[config.mk]
export PLATFORM = sky130hd
export DESIGN_NAME = irq_controller
export DESIGN_NICKNAME = d
export VERILOG_FILES = /design/src/rtl/irq_controller.sv
export SDC_FILE = /design/constraint.sdc
export NUM_CORES = 1
export LEC_CHECK = 0
export ABC_AREA = 1
export CAP_MARGIN = 20
export CORE_MARGIN = 2
export CORE_UTILIZATION = 30
export DETAILED_ROUTE_END_ITERATION = 7
export PLACE_DENSITY_LB_ADDON = 0.08
export SYNTH_ARGS = -nofsm -noshare
export SYNTH_HDL_FRONTEND = slang
export SYNTH_SLANG_ARGS = --single-unit
[constraint.sdc]
create_clock -name clk -period 1.7 [get_ports clk]
set_clock_uncertainty 0.1 [all_clocks]
set_input_delay 0.51 -clock clk [delete_from_list [all_inputs] [get_ports clk]]
set_output_delay 0.51 -clock clk [all_outputs]
set_load 0.02 [all_outputs]
[src/rtl/irq_controller.sv]
// Interrupt source for the CPU: latches peripheral request edges as pending, applies an
// enable mask and fixed priority, and dispatches one interrupt at a time as a fixed-length pulse.
module irq_controller #(
  parameter int         PULSE_LEN  = 4,
  parameter logic [7:0] MASK_RESET = 8'h00
) (
  input  logic       clk,
  input  logic       reset,
  input  logic [7:0] irq_in,
  input  logic       mask_we,
  input  logic [7:0] mask_wdata,
  input  logic       reti,
  output logic [3:0] cpu_int,
  output logic [2:0] active_src,
  output logic       active_valid,
  output logic [7:0] pending,
  output logic [7:0] mask
);

  localparam logic [1:0] S_IDLE      = 2'd0;
  localparam logic [1:0] S_ASSERT    = 2'd1;
  localparam logic [1:0] S_WAIT_RETI = 2'd2;
  localparam logic [3:0] CNT_INIT    = 4'(PULSE_LEN - 1);

  logic [7:0] r_irq_prev;
  logic [7:0] r_pending;
  logic [7:0] r_mask;
  logic [1:0] r_state;
  logic [3:0] r_cnt;
  logic [3:0] r_cpu_int;
  logic [2:0] r_active_src;
  logic       r_active_valid;

  logic [7:0] w_edge;
  logic [7:0] w_elig;
  logic [2:0] w_sel;
  logic       w_dispatch;

  assign w_edge     = irq_in & ~r_irq_prev;
  assign w_elig     = r_pending & r_mask;
  assign w_dispatch = (r_state == S_IDLE) && (w_elig != 8'h00);

  // Lowest set index wins; scanning downward lets the last hit be the lowest.
  always_comb begin
    w_sel = 3'd0;
    for (int i = 7; i >= 0; i--) begin
      if (w_elig[i]) w_sel = 3'(i);
    end
  end

  always_ff @(posedge clk) begin
    if (reset) begin
      r_irq_prev <= 8'h00;
      r_pending  <= 8'h00;
      r_mask     <= MASK_RESET;
    end else begin
      r_irq_prev <= irq_in;
      // A fresh edge on the source being dispatched survives the clear.
      if (w_dispatch) r_pending <= (r_pending & ~(8'h01 << w_sel)) | w_edge;
      else            r_pending <= r_pending | w_edge;
      if (mask_we) r_mask <= mask_wdata;
    end
  end

  always_ff @(posedge clk) begin
    if (reset) begin
      r_state        <= S_IDLE;
      r_cnt          <= 4'd0;
      r_cpu_int      <= 4'b0000;
      r_active_src   <= 3'd0;
      r_active_valid <= 1'b0;
    end else begin
      case (r_state)
        S_IDLE: begin
          if (w_dispatch) begin
            r_active_src   <= w_sel;
            r_active_valid <= 1'b1;
            r_cpu_int      <= 4'b0001 << w_sel[2:1];
            r_cnt          <= CNT_INIT;
            r_state        <= S_ASSERT;
          end
        end
        S_ASSERT: begin
          if (r_cnt == 4'd0) begin
            r_cpu_int <= 4'b0000;
            r_state   <= S_WAIT_RETI;
          end else begin
            r_cnt <= r_cnt - 4'd1;
          end
        end
        S_WAIT_RETI: begin
          if (reti) begin
            r_active_valid <= 1'b0;
            r_state        <= S_IDLE;
          end
        end
        default: begin
          r_cpu_int <= 4'b0000;
          r_state   <= S_IDLE;
        end
      endcase
    end
  end

  assign cpu_int      = r_cpu_int;
  assign active_src   = r_active_src;
  assign active_valid = r_active_valid;
  assign pending      = r_pending;
  assign mask         = r_mask;

endmodule

==> run metrics <==
global route overflow 0; overall power after layout roughly 2.3 mW; worst slack at placement about 0.024 ns; Area contributors post-synth dfxtp_1, nand2_1, nor2_1; maximum clock insertion buffer count 2; most common cell in the netlist nand2_1; headroom to the max-slew limit 84.5%; count of input and output buffers between 40 and 50; unrepaired setup endpoints after global routing false; summed area of non-filler cells in the final layout about 2300 µm²; predominant post-synthesis flop cell dfxtp_1; maximum resistive drop on vdd around 0.45 mV; buffers and inverters on the worst path 1; vias in the first global route approximately 1500; part of the Yosys area used for sequential elements 45.4%; clock root cell clkbuf_8; Hold/Removal Path Class register to register; number of flops mapped to enable cells by yosys 0; maximum number of pins on one net before global-route repair 23; cell chain of the critical path dlygate4sd2_1; Post-Synthesis Mean Instance Area 7.19 µm²; Max-Cap Viols 0; cell count after placement roughly 360; Die X roughly 80 µm; number of hold buffers added after CTS 0; async set-or-reset flop fraction in the synthesized netlist 0%; weighted congestion reported at the end of routability-driven placement about 0.72; final setup slack of the worst path 0.0860 ns; full die area 6200 µm²; post-DP HPWL 3000 µm; initial antenna violation count 0; final net count 314; period utilisation layout 94.9%; Max Transition Viols Final 0; area share of the largest cell type after synthesis around 45%; final hold slack around 0.35 ns; Mapped Cells 233; worst-margin pin slew roughly 0.23 ns; total via count in the routed design 1518; number of DRC violations after detailed routing 0; layout cells sized above 1 between 10% and 20%; category of the most critical setup path register to primary output; Global Route Usage Sum between 10% and 20%; synthesis-to-layout area growth 39.7%; total of warnings raised by yosys 0; Max Clk Rate between 600 and 700 MHz; count of TritonRoute iterations in the first routing pass 6; arrival time reported for the critical path endpoint 1.00 ns; minimum clock period 1.61 ns; clock latency of the later-clocked register in the worst-skew pair roughly 0.28 ns; areal power density over the cells 997 nW/µm²; result of the run completed; Required @ worst endpoint around 1.1 ns; final core utilization ~43%; Synth top cells by count nand2_1, dfxtp_1, nor2_1, inv_1, nand2_2; setup bufs post-CTS 0; register bit count reported by yosys 38; number of sinks driven by the clock tree 38; first-pass GRT wire length 6730 µm; floorplan row count 27; Cell Area, Placed about 2300 µm²; post-synthesis cell type count 23; startpoint type of the worst setup path register; Crit path max-delay family flip-flops; final non-filler cell total between 300 and 400; critical path's slowest cell dfxtp_1; wire length per cell about 10 µm; top-level I/O count 44; clock slew seen by the registers of the worst setup and hold paths about 0.07 ns; total count of hold-check failures in the final report 0; core area 5440 µm²; violation count after the first detailed-routing iteration 41; remaining antenna violation count after routing 0; number of buffers inserted during clock tree synthesis 5; starting utilization of the core area a little under a third; overall routed net length ~3800 µm; height of the die between 70 and 80 µm; most area-hungry cell type in the Yosys netlist dfxtp_1; Max H-tree Level 2; number of vias per cell after detailed routing 4.16; number of diodes 0; Worst path max stage delay approximately 0.37 ns; Synth Cell Area 1680 µm²; clock tree from TritonCTS built; total negative slack 0 ns; final count of negative-setup-slack endpoints 0; leakage component of the power between 1 and 1.5 nW; kind of capture point of the worst setup path primary output; crit-path max FO 3; Synthesized Nets 254
## flip-flops by register name, indices dropped and copies added (netlist names)
| register | cells |
|---|---|
| r_cnt | 4 |
| r_state | 2 |
| mask | 8 |
| active_src | 3 |
| pending | 8 |
| active_valid | 1 |
| r_irq_prev | 8 |
| cpu_int | 4 |
## tightest hold or removal path, cell delays in order, from the launching register on
cell and delay (ns):
dfxtp_1 0.30, inv_1 0.04, nand2_1 0.04, nand2_1 0.05
## power breakdown
group	leakage, nW	internal [mW]	switching, mW	total (mW)
combinational	0.794	0.281	0.432	0.713
sequential	0.315	0.986	0.0544	1.04
clock	0.0383	0.283	0.297	0.579
total	1.15	1.55	0.783	2.33
## area by class of cell
type	instances	area [µm²]
multi-input cells	153	751
flip-flops and latches	38	761
well taps	72	90.1
inverters	39	151
clock buffers	7	76.3
repair buffers	56	510
fillers	583	3100
## routing by layer
layer  track usage, %  vias to the layer above  wire length (µm)
met5                0                        -                 0
met4             4.74                        0                33
met3             4.20                        4               193
met2             23.3                       30              1780
met1             17.1                      660              1810
li1                 -                      824                 -
## logic make-up after synthesis
kind of cell	count (synthesis)	synth area share, %
DFF	38	45.4
buffers and inverters	42	9.78
adders and majority gates	1	0.747
AOI/OAI and AO/OA	25	8.59
and+or+nand+nor	126	35.0
xor gates and xnor gates	1	0.523
## final timing paths
kind | depth (start not counted) | end | slack (ns) | from
max | 1 | mask[2] | 0.09 | mask[2]$_SDFFE_PP0P_
min | 3 | pending[0]$_SDFF_PP0_ | 0.35 | r_irq_prev[0]$_SDFF_PP0_
max reg2reg | 11 | pending[5]$_SDFF_PP0_ | 0.23 | pending[2]$_SDFF_PP0_
min reg2reg | 3 | pending[0]$_SDFF_PP0_ | 0.35 | r_irq_prev[0]$_SDFF_PP0_
## layout by cell type (no fill, tap or decap), drive strengths merged, types with 2 or more instances in the layout
master / count
or2: 2
dfxtp: 38
buf: 13
dlygate4sd2: 24
clkdlybuf4s50: 19
nand2: 70
inv: 38
a21oi: 11
o21ai: 14
nand3: 11
nor2: 42
clkbuf: 7
## what timing repair did
action | 4_1_cts | 5_1_grt
endpoints found under the setup margin | 24 | 0
gates resized for setup | 24 | 0
endpoints found under the hold margin | 0 | 0
Power figures use the tool's default switching activity.
